--- config.mk ---
export PLATFORM = sky130hd
export DESIGN_NAME = wb_uart_tx
export DESIGN_NICKNAME = d
export VERILOG_FILES = /design/src/rtl/uart_tx_pkg.sv /design/src/rtl/sync_fifo.sv /design/src/rtl/wb_uart_tx.sv
export SDC_FILE = /design/constraint.sdc
export NUM_CORES = 1
export LEC_CHECK = 0
export BUFFER_PORTS_ARGS = -buffer_cell sky130_fd_sc_hd__buf_2
export CAP_MARGIN = 20
export CORE_MARGIN = 5
export CORE_UTILIZATION = 53
export DETAILED_ROUTE_END_ITERATION = 7
export GPL_ROUTABILITY_DRIVEN = 0
export PLACE_DENSITY_LB_ADDON = 0.15
export SLEW_MARGIN = 10
export SYNTH_ARGS = -nofsm -noshare
export SYNTH_HDL_FRONTEND = slang
export SYNTH_SLANG_ARGS = --single-unit
--- constraint.sdc ---
create_clock -name wb_clk_i -period 3.2 [get_ports wb_clk_i]
set_input_delay 0 -clock wb_clk_i [delete_from_list [all_inputs] [get_ports wb_clk_i]]
set_output_delay 0 -clock wb_clk_i [all_outputs]
set_load 0.005 [all_outputs]
--- src/rtl/uart_tx_pkg.sv ---
// -----------------------------------------------------------------------------
// uart_tx_pkg
// Shared definitions for the Wishbone UART transmitter:
//   - register offsets as decoded from wbs_adr_i[3:2]
//   - bit positions inside the STATUS and CTRL registers
//   - transmitter FSM state type
//   - even-parity helper (only when UART_TX_PARITY_EN is defined)
// Build option: UART_TX_PARITY_EN adds a parity bit between data and stop.
// -----------------------------------------------------------------------------
package uart_tx_pkg;

   // Register map, word index taken from wbs_adr_i[3:2]
   localparam logic [1:0] ADR_DATA   = 2'd0;
   localparam logic [1:0] ADR_STATUS = 2'd1;
   localparam logic [1:0] ADR_DIV    = 2'd2;
   localparam logic [1:0] ADR_CTRL   = 2'd3;

   // STATUS bit positions; the fill level occupies bits [15:8]
   localparam int STAT_FULL    = 0;
   localparam int STAT_EMPTY   = 1;
   localparam int STAT_BUSY    = 2;
   localparam int STAT_OVF     = 3;
   localparam int STAT_LVL_LSB = 8;

   // CTRL bit positions
   localparam int CTRL_EN     = 0;
   localparam int CTRL_IRQ_EN = 1;

   // Transmitter states; PARITY only exists in the parity build
   typedef enum logic [2:0] {
      ST_IDLE  = 3'd0,
      ST_START = 3'd1,
      ST_DATA  = 3'd2,
      ST_STOP  = 3'd3
`ifdef UART_TX_PARITY_EN
      , ST_PARITY = 3'd4
`endif
   } tx_state_e;

`ifdef UART_TX_PARITY_EN
   // Even parity: the bit that makes the total count of ones even
   function automatic logic even_parity(input logic [7:0] b);
      return ^b;
   endfunction
`endif

endpackage

--- src/rtl/sync_fifo.sv ---
// -----------------------------------------------------------------------------
// sync_fifo
// Single-clock byte FIFO used as the UART transmit buffer.
// A push and a pop in the same cycle both succeed, also when full.
// Ports:
//   clk, rst          clock, asynchronous active-high reset (empties the FIFO)
//   push, push_data   write strobe and byte
//   pop, pop_data     read strobe; pop_data shows the head entry (first-word
//                     fall-through) so the consumer samples it in the pop cycle
//   full, empty       status flags
//   level             number of stored entries (0..DEPTH)
// DEPTH must be a power of two and at least 2 so the pointers wrap naturally.
// -----------------------------------------------------------------------------
module sync_fifo #(
   parameter int DEPTH = 16
) (
   input  logic                     clk,
   input  logic                     rst,
   input  logic                     push,
   input  logic [7:0]               push_data,
   input  logic                     pop,
   output logic [7:0]               pop_data,
   output logic                     full,
   output logic                     empty,
   output logic [$clog2(DEPTH):0]   level
);

   localparam int AW = $clog2(DEPTH);
   localparam int LW = AW + 1;

   logic [7:0]    mem_q [DEPTH];
   logic [AW-1:0] wr_ptr_q, wr_ptr_d;
   logic [AW-1:0] rd_ptr_q, rd_ptr_d;
   logic [LW-1:0] level_q, level_d;
   logic          do_push_s, do_pop_s;

   assign full     = (level_q == LW'(DEPTH));
   assign empty    = (level_q == LW'(0));
   assign level    = level_q;
   assign pop_data = mem_q[rd_ptr_q];

   // A pop frees a slot in the same cycle, so a full FIFO still accepts a push
   assign do_pop_s  = pop & ~empty;
   assign do_push_s = push & (~full | do_pop_s);

   // Pointer and occupancy next-state
   always_comb begin
      wr_ptr_d = wr_ptr_q;
      rd_ptr_d = rd_ptr_q;
      level_d  = level_q;
      if (do_push_s) begin
         wr_ptr_d = wr_ptr_q + AW'(1'b1);
      end else begin
         wr_ptr_d = wr_ptr_q;
      end
      if (do_pop_s) begin
         rd_ptr_d = rd_ptr_q + AW'(1'b1);
      end else begin
         rd_ptr_d = rd_ptr_q;
      end
      case ({do_push_s, do_pop_s})
         2'b10:   level_d = level_q + LW'(1'b1);
         2'b01:   level_d = level_q - LW'(1'b1);
         default: level_d = level_q;
      endcase
   end

   // Pointer and occupancy registers
   always_ff @(posedge clk or posedge rst) begin
      if (rst) begin
         wr_ptr_q <= '0;
         rd_ptr_q <= '0;
         level_q  <= '0;
      end else begin
         wr_ptr_q <= wr_ptr_d;
         rd_ptr_q <= rd_ptr_d;
         level_q  <= level_d;
      end
   end

   // Storage array; contents are don't-care while empty, so it is not reset
   always_ff @(posedge clk) begin
      if (do_push_s) begin
         mem_q[wr_ptr_q] <= push_data;
      end
   end

endmodule

--- src/rtl/wb_uart_tx.sv ---
// -----------------------------------------------------------------------------
// wb_uart_tx
// Transmit-only UART with a Wishbone classic slave register interface.
// Registers (word index wbs_adr_i[3:2]):
//   0 DATA   write-only, pushes wbs_dat_i[7:0] into the TX FIFO (needs sel[0])
//   1 STATUS read-only except: writing bit3=1 clears the sticky OVF flag
//            bit0 FULL, bit1 EMPTY, bit2 BUSY, bit3 OVF, [15:8] fill level
//   2 DIV    bit period minus one, in clock cycles
//   3 CTRL   bit0 EN (start frames), bit1 IRQ_EN
// Ports:
//   wb_clk_i, wb_rst_i         clock, asynchronous active-high reset
//   wbs_cyc/stb/we/sel/adr/dat Wishbone classic slave inputs
//   wbs_ack_o, wbs_dat_o       single-cycle ack and registered read data
//   tx_o                       serial output, idle high, registered
//   irq_o                      level interrupt: IRQ_EN & EMPTY & ~BUSY
// Build option: UART_TX_PARITY_EN inserts an even-parity bit (11-bit frame);
// without it the frame is start + 8 data + stop (10 bits).
// -----------------------------------------------------------------------------
module wb_uart_tx
   import uart_tx_pkg::*;
#(
   parameter int          FIFO_DEPTH = 16,
   parameter logic [15:0] DIV_RST    = 16'd433
) (
   input  logic        wb_clk_i,
   input  logic        wb_rst_i,
   input  logic        wbs_cyc_i,
   input  logic        wbs_stb_i,
   input  logic        wbs_we_i,
   input  logic [3:0]  wbs_sel_i,
   input  logic [31:0] wbs_adr_i,
   input  logic [31:0] wbs_dat_i,
   output logic        wbs_ack_o,
   output logic [31:0] wbs_dat_o,
   output logic        tx_o,
   output logic        irq_o
);

   localparam int LVL_W = $clog2(FIFO_DEPTH) + 1;

   // Bus interface
   logic        ack_q, ack_d;
   logic [31:0] dat_q, dat_d;
   logic [31:0] rdata_s;
   logic        req_s, wr_s;
   logic [1:0]  reg_sel_s;

   // Registers
   logic [15:0] div_q, div_d;
   logic        en_q, en_d;
   logic        irq_en_q, irq_en_d;
   logic        ovf_q, ovf_d;
   logic        irq_q, irq_d;

   // Transmitter
   tx_state_e   state_q, state_d;
   logic [15:0] cnt_q, cnt_d;
   logic [2:0]  bit_q, bit_d;
   logic [7:0]  shift_q, shift_d;
   logic        tx_q, tx_d;

   // FIFO
   logic             push_s, pop_s;
   logic [7:0]       fifo_rdata_s;
   logic             fifo_full_s, fifo_empty_s;
   logic [LVL_W-1:0] fifo_level_s;
   logic [7:0]       lvl8_s;
   logic             busy_s;

   // Address bits outside [3:2], upper byte lanes and upper data are ignored
   logic unused_s;
   assign unused_s = ^{wbs_adr_i[31:4], wbs_adr_i[1:0], wbs_sel_i[3:2], wbs_dat_i[31:16]};

   sync_fifo #(
      .DEPTH (FIFO_DEPTH)
   ) u_fifo (
      .clk       (wb_clk_i),
      .rst       (wb_rst_i),
      .push      (push_s),
      .push_data (wbs_dat_i[7:0]),
      .pop       (pop_s),
      .pop_data  (fifo_rdata_s),
      .full      (fifo_full_s),
      .empty     (fifo_empty_s),
      .level     (fifo_level_s)
   );

   // A new request is one not already being acked; writes commit in the ack cycle
   assign req_s     = wbs_cyc_i & wbs_stb_i & ~ack_q;
   assign wr_s      = ack_q & wbs_cyc_i & wbs_stb_i & wbs_we_i;
   assign reg_sel_s = wbs_adr_i[3:2];
   assign busy_s    = (state_q != ST_IDLE);
   assign lvl8_s    = 8'(fifo_level_s);

   assign wbs_ack_o = ack_q;
   assign wbs_dat_o = dat_q;
   assign tx_o      = tx_q;
   assign irq_o     = irq_q;

   // Register writes, DATA pushes and the sticky overflow flag
   always_comb begin
      div_d    = div_q;
      en_d     = en_q;
      irq_en_d = irq_en_q;
      ovf_d    = ovf_q;
      push_s   = 1'b0;
      if (wr_s) begin
         case (reg_sel_s)
            ADR_DATA: begin
               if (wbs_sel_i[0]) begin
                  // A simultaneous pop makes room, so only a true overflow drops
                  if (fifo_full_s && !pop_s) begin
                     ovf_d = 1'b1;
                  end else begin
                     push_s = 1'b1;
                  end
               end else begin
                  push_s = 1'b0;
               end
            end
            ADR_STATUS: begin
               if (wbs_sel_i[0] && wbs_dat_i[STAT_OVF]) begin
                  ovf_d = 1'b0;
               end else begin
                  ovf_d = ovf_q;
               end
            end
            ADR_DIV: begin
               if (wbs_sel_i[0]) begin
                  div_d[7:0] = wbs_dat_i[7:0];
               end else begin
                  div_d[7:0] = div_q[7:0];
               end
               if (wbs_sel_i[1]) begin
                  div_d[15:8] = wbs_dat_i[15:8];
               end else begin
                  div_d[15:8] = div_q[15:8];
               end
            end
            ADR_CTRL: begin
               if (wbs_sel_i[0]) begin
                  en_d     = wbs_dat_i[CTRL_EN];
                  irq_en_d = wbs_dat_i[CTRL_IRQ_EN];
               end else begin
                  en_d     = en_q;
                  irq_en_d = irq_en_q;
               end
            end
            default: begin
               push_s = 1'b0;
            end
         endcase
      end else begin
         push_s = 1'b0;
      end
   end

   // Read mux and bus handshake; read data is captured so it is stable in the ack cycle
   always_comb begin
      rdata_s = 32'd0;
      case (reg_sel_s)
         ADR_STATUS: begin
            rdata_s[STAT_FULL]                  = fifo_full_s;
            rdata_s[STAT_EMPTY]                 = fifo_empty_s;
            rdata_s[STAT_BUSY]                  = busy_s;
            rdata_s[STAT_OVF]                   = ovf_q;
            rdata_s[STAT_LVL_LSB +: 8]          = lvl8_s;
         end
         ADR_DIV: begin
            rdata_s[15:0] = div_q;
         end
         ADR_CTRL: begin
            rdata_s[CTRL_EN]     = en_q;
            rdata_s[CTRL_IRQ_EN] = irq_en_q;
         end
         default: begin
            rdata_s = 32'd0;
         end
      endcase
      ack_d = req_s;
      if (req_s && !wbs_we_i) begin
         dat_d = rdata_s;
      end else begin
         dat_d = 32'd0;
      end
      irq_d = irq_en_q & fifo_empty_s & ~busy_s;
   end

   // Transmitter FSM and bit timer; tx_d is derived from the next state so
   // the registered line changes together with the state
   always_comb begin
      state_d = state_q;
      cnt_d   = cnt_q;
      bit_d   = bit_q;
      shift_d = shift_q;
      pop_s   = 1'b0;
      tx_d    = 1'b1;
      case (state_q)
         ST_IDLE: begin
            // EN is only looked at here, so clearing it lets a frame finish
            if (en_q && !fifo_empty_s) begin
               pop_s   = 1'b1;
               shift_d = fifo_rdata_s;
               cnt_d   = div_q;
               state_d = ST_START;
            end else begin
               pop_s = 1'b0;
            end
         end
         ST_START: begin
            if (cnt_q == 16'd0) begin
               state_d = ST_DATA;
               cnt_d   = div_q;
               bit_d   = 3'd0;
            end else begin
               cnt_d = cnt_q - 16'd1;
            end
         end
         ST_DATA: begin
            if (cnt_q == 16'd0) begin
               cnt_d = div_q;
               if (bit_q == 3'd7) begin
`ifdef UART_TX_PARITY_EN
                  state_d = ST_PARITY;
`else
                  state_d = ST_STOP;
`endif
               end else begin
                  bit_d = bit_q + 3'd1;
               end
            end else begin
               cnt_d = cnt_q - 16'd1;
            end
         end
`ifdef UART_TX_PARITY_EN
         ST_PARITY: begin
            if (cnt_q == 16'd0) begin
               state_d = ST_STOP;
               cnt_d   = div_q;
            end else begin
               cnt_d = cnt_q - 16'd1;
            end
         end
`endif
         ST_STOP: begin
            if (cnt_q == 16'd0) begin
               state_d = ST_IDLE;
            end else begin
               cnt_d = cnt_q - 16'd1;
            end
         end
         default: begin
            state_d = ST_IDLE;
         end
      endcase
      case (state_d)
         ST_START: tx_d = 1'b0;
         ST_DATA:  tx_d = shift_d[bit_d];
`ifdef UART_TX_PARITY_EN
         ST_PARITY: tx_d = even_parity(shift_d);
`endif
         default:  tx_d = 1'b1;
      endcase
   end

   // All state registers; reset abandons any frame in flight
   always_ff @(posedge wb_clk_i or posedge wb_rst_i) begin
      if (wb_rst_i) begin
         ack_q    <= 1'b0;
         dat_q    <= 32'd0;
         div_q    <= DIV_RST;
         en_q     <= 1'b0;
         irq_en_q <= 1'b0;
         ovf_q    <= 1'b0;
         irq_q    <= 1'b0;
         state_q  <= ST_IDLE;
         cnt_q    <= 16'd0;
         bit_q    <= 3'd0;
         shift_q  <= 8'd0;
         tx_q     <= 1'b1;
      end else begin
         ack_q    <= ack_d;
         dat_q    <= dat_d;
         div_q    <= div_d;
         en_q     <= en_d;
         irq_en_q <= irq_en_d;
         ovf_q    <= ovf_d;
         irq_q    <= irq_d;
         state_q  <= state_d;
         cnt_q    <= cnt_d;
         bit_q    <= bit_d;
         shift_q  <= shift_d;
         tx_q     <= tx_d;
      end
   end

endmodule

==> out/qor.txt <==
Worst Hold Path Cells -> 4
Post-synth top cells -> edfxtp_1, dfrtp_1, nor2_1, nand2_1, o21ai_0
Main flop type after synthesis -> edfxtp_1
Max-slew violation count -> 0
CP Class -> reg2reg
Status -> completed
Total power -> 6.309 mW
Residual DRC -> 0
CTS tree -> yes
Worst slack, placed -> 0.1402 ns
GRT Util Overall -> 20.99%
Endpoint class of the critical path -> flip-flop
Setup crit start kind -> flip-flop
Antenna violations before repair -> 0
Layout cells sized above 1 -> 23.77%
Clock Skew -> 0.02138 ns
Insertion delay to the later sink of the worst-skew pair -> 0.52 ns
F_max -> 0.3324 GHz
Synth Cell Area -> 9165 sq um
Routed len/inst -> 20.95 um
Grt ovf -> 0
Worst path arrival time -> 3.44 ns
Final Hold Violating Endpoints -> 0
Die Width -> 141.5 um
Utilization after layout -> 62.59%
Share of the yosys chip area belonging to registers -> 64.14%
Final worst slack -> 0.1920 ns
Worst-case vdd ir drop -> 0.0004356 V
R2R setup slack -> 0.19 ns
DP HPWL -> 13.76 mm
Peak per-stage delay on the critical path -> 0.61 ns
Reg power frac -> 48.2%
I/O pin count -> 108
Power per Cell Area -> 589.0 nW/um^2
Num CTS Buffers -> 23
Switching share of power -> 24.93%
Leakage -> 4.233 nW
Number of flops mapped to enable cells by yosys -> 128
Count leader, synth -> edfxtp_1
Clk buf depth -> 3
Routed vias -> 5646
Post-Syn Instances -> 641
Vias in the first global route -> 5678
Ant. Diodes -> 0
Worst EP required -> 3.63 ns
Die area -> 20020 sq um
Number of max-cap violations -> 0
Share of the synthesized area in the top cell type -> 41.94%
Distinct cells, synth -> 63
Number of vias per cell -> 5.773
Yosys Warn Count -> 0
P_sw -> 1.573 mW
Final antenna-violating net count -> 0
Layout area overhead -> 16.89%
Period utilization -> 94.00%
Crit path time final -> 3.008 ns
Worst Hold Class -> in2reg
Worst rel slew slack -> 34.34%
Critical-path maximum fanout -> 9
Slowest CP cell -> or4b_2
Fraction of registers with async set or reset after synthesis -> 38.76%
Final count of negative-setup-slack endpoints -> 0
Cell mode on critical path -> nor2_1
Comb power frac -> 12.9%
Worst r2r src -> u_fifo.level[0]$_DFFE_PP0P_
Drt pass-1 iters -> 4
Final WL -> 20.49 mm
Root Driver -> clkbuf_16
Actual slew at the worst max-slew pin -> 0.9849 ns
Core ar. -> 17120 sq um
Cell internal pwr -> 4.736 mW
Syn Area/Cell -> 14.30 sq um
FF+latch count, synth -> 209
CP Cell Sequence -> or4_4 -> o21ai_4 -> nand3_2 -> and3_1 -> inv_2 -> ha_2 -> or4b_2 -> o22ai_1 -> nor2_1 -> nor2_1 -> xor2_1
NumNets Final -> 824
Largest area contributor in the netlist -> edfxtp_1
Die Y -> 141.5 um
Clk slew on worst S/H paths -> 0.06 ns
FF-to-FF End -> u_fifo.level[4]$_DFFE_PP0P_
CTS Sinks -> 209
Pin count of the biggest net entering global routing -> 41
Crit path from -> u_fifo.level[0]$_DFFE_PP0P_
# rows -> 48
Clock group share of total power -> 38.9%
DRT iter0 DRCs -> 374
Reg2reg path depth -> 11
Setup Fix Bufs, Post-CTS -> 0
RSZ-0062 raised after global routing -> false
H-tree Lvls -> 1
IO buf count -> 43
First-pass GRT wire length -> 32.38 mm
Sum Neg Setup Slack -> 0 ns
Initial core utilization -> 53.55%
Largest cells by area after synthesis -> edfxtp_1, dfrtp_1, mux4_2, mux2_2, mux4_1
CP endpoint -> u_fifo.level[4]$_DFFE_PP0P_
==> worst min-delay path by stage <==
stage,slack (ns),start,endpoint
final,0.08,wbs_adr_i[3],ovf_q$_DFFE_PP0P_
after global routing,0.09,wbs_adr_i[3],ovf_q$_DFFE_PP0P_
after CTS,0.06,wbs_adr_i[3],ovf_q$_DFFE_PP0P_
after detailed placement,-0.08,wb_rst_i,wbs_dat_o[11]$_DFF_PP0_
after global placement,-0.09,wb_rst_i,wbs_dat_o[8]$_DFF_PP0_
after floorplan,0.1,wbs_dat_i[0],u_fifo.mem_q[0][0]$_DFFE_PP_
==> worst max-delay path, delay by kind of cell (launching register included) <==
family / cells / cell delay (ns)
flip-flops: 1 / 0.38
AO/OA/AOI/OAI: 2 / 0.36
AND/OR/NAND/NOR: 6 / 1.70
XOR/XNOR: 1 / 0.15
buffers and inverters: 1 / 0.08
adder cells (fa/ha/maj): 1 / 0.27
==> cell usage in the layout, fill, tap and decap left out, types with 9 or more instances in the layout <==
cell / count
and3_1: 11
and2_1: 18
mux4_1: 9
nor2_1: 41
mux4_2: 23
a21oi_1: 28
ha_1: 14
o21ai_0: 31
dlygate4sd3_1: 23
buf_4: 34
conb_1: 17
nand2_1: 33
inv_1: 17
mux2_2: 26
nor3_1: 16
dfrtp_1: 75
clkbuf_16: 23
mux2i_1: 10
edfxtp_1: 128
buf_2: 43
==> repair_timing <==
| item | CTS | global route |
|---|---|---|
| gates resized for setup | 0 | 2 |
| hold endpoints to repair | 227 | 0 |
| hold buffers | 23 | 0 |
| setup endpoints to repair | 0 | 1 |
==> power groups by stage <==
stage,registers (mW),clock network (mW),logic (mW)
after floorplan,3.07,0,0.532
after global placement,3.09,0,0.763
after detailed placement,3.09,0,0.783
after CTS,3.04,2.50,0.810
after global routing,3.05,2.63,0.900
final,3.04,2.46,0.812
==> sequential cells by signal, indices dropped and copies added (netlist names), 3 cells and up <==
signal,flops
cnt_q,16
u_fifo.mem_q,128
u_fifo.rd_ptr_q,4
u_fifo.level,5
state_q,3
div_q,16
shift_q,8
wbs_dat_o,16
u_fifo.wr_ptr_q,4
bit_q,3
==> per-stage QoR <==
stage,instances,cell area (sq um),hold WS (ns)
after detailed placement,913,9757,-0.08465
after floorplan,657,9243,0.09887
after CTS,978,10700,0.05854
final,978,10710,0.07701
after global routing,978,10710,0.08795
after global placement,913,9757,-0.09050
==> metal layers <==
layer	GRT usage, %	part of all wire [%]	vias up
met2	34.19	49	124
met4	4.596	1.3	0
li1	-	-	2590
met5	0	0	-
met3	3.236	4.4	21
met1	30.44	45	2911
==> logic make-up after synthesis <==
group	Yosys count	synth area share, %
other cells	1	0.04092
flops	209	64.14
mux	69	12.68
compound gates	106	7.236
xor+xnor	13	1.242
simple gates	161	9.024
fa+ha+maj	15	2.048
buf+inv	67	3.590
==> layout make-up <==
cell class | instances | area (sq um)
Tap cell | 225 | 281.5
Clock buffer | 30 | 641.9
Fill cell | 1283 | 6404
Inverter | 20 | 76.32
Timing Repair Buffer | 101 | 720.7
Sequential cell | 209 | 5878
Multi-Input combinational cell | 381 | 3039
Clock inverter | 12 | 75.07
(Power assumes the default switching activity.)
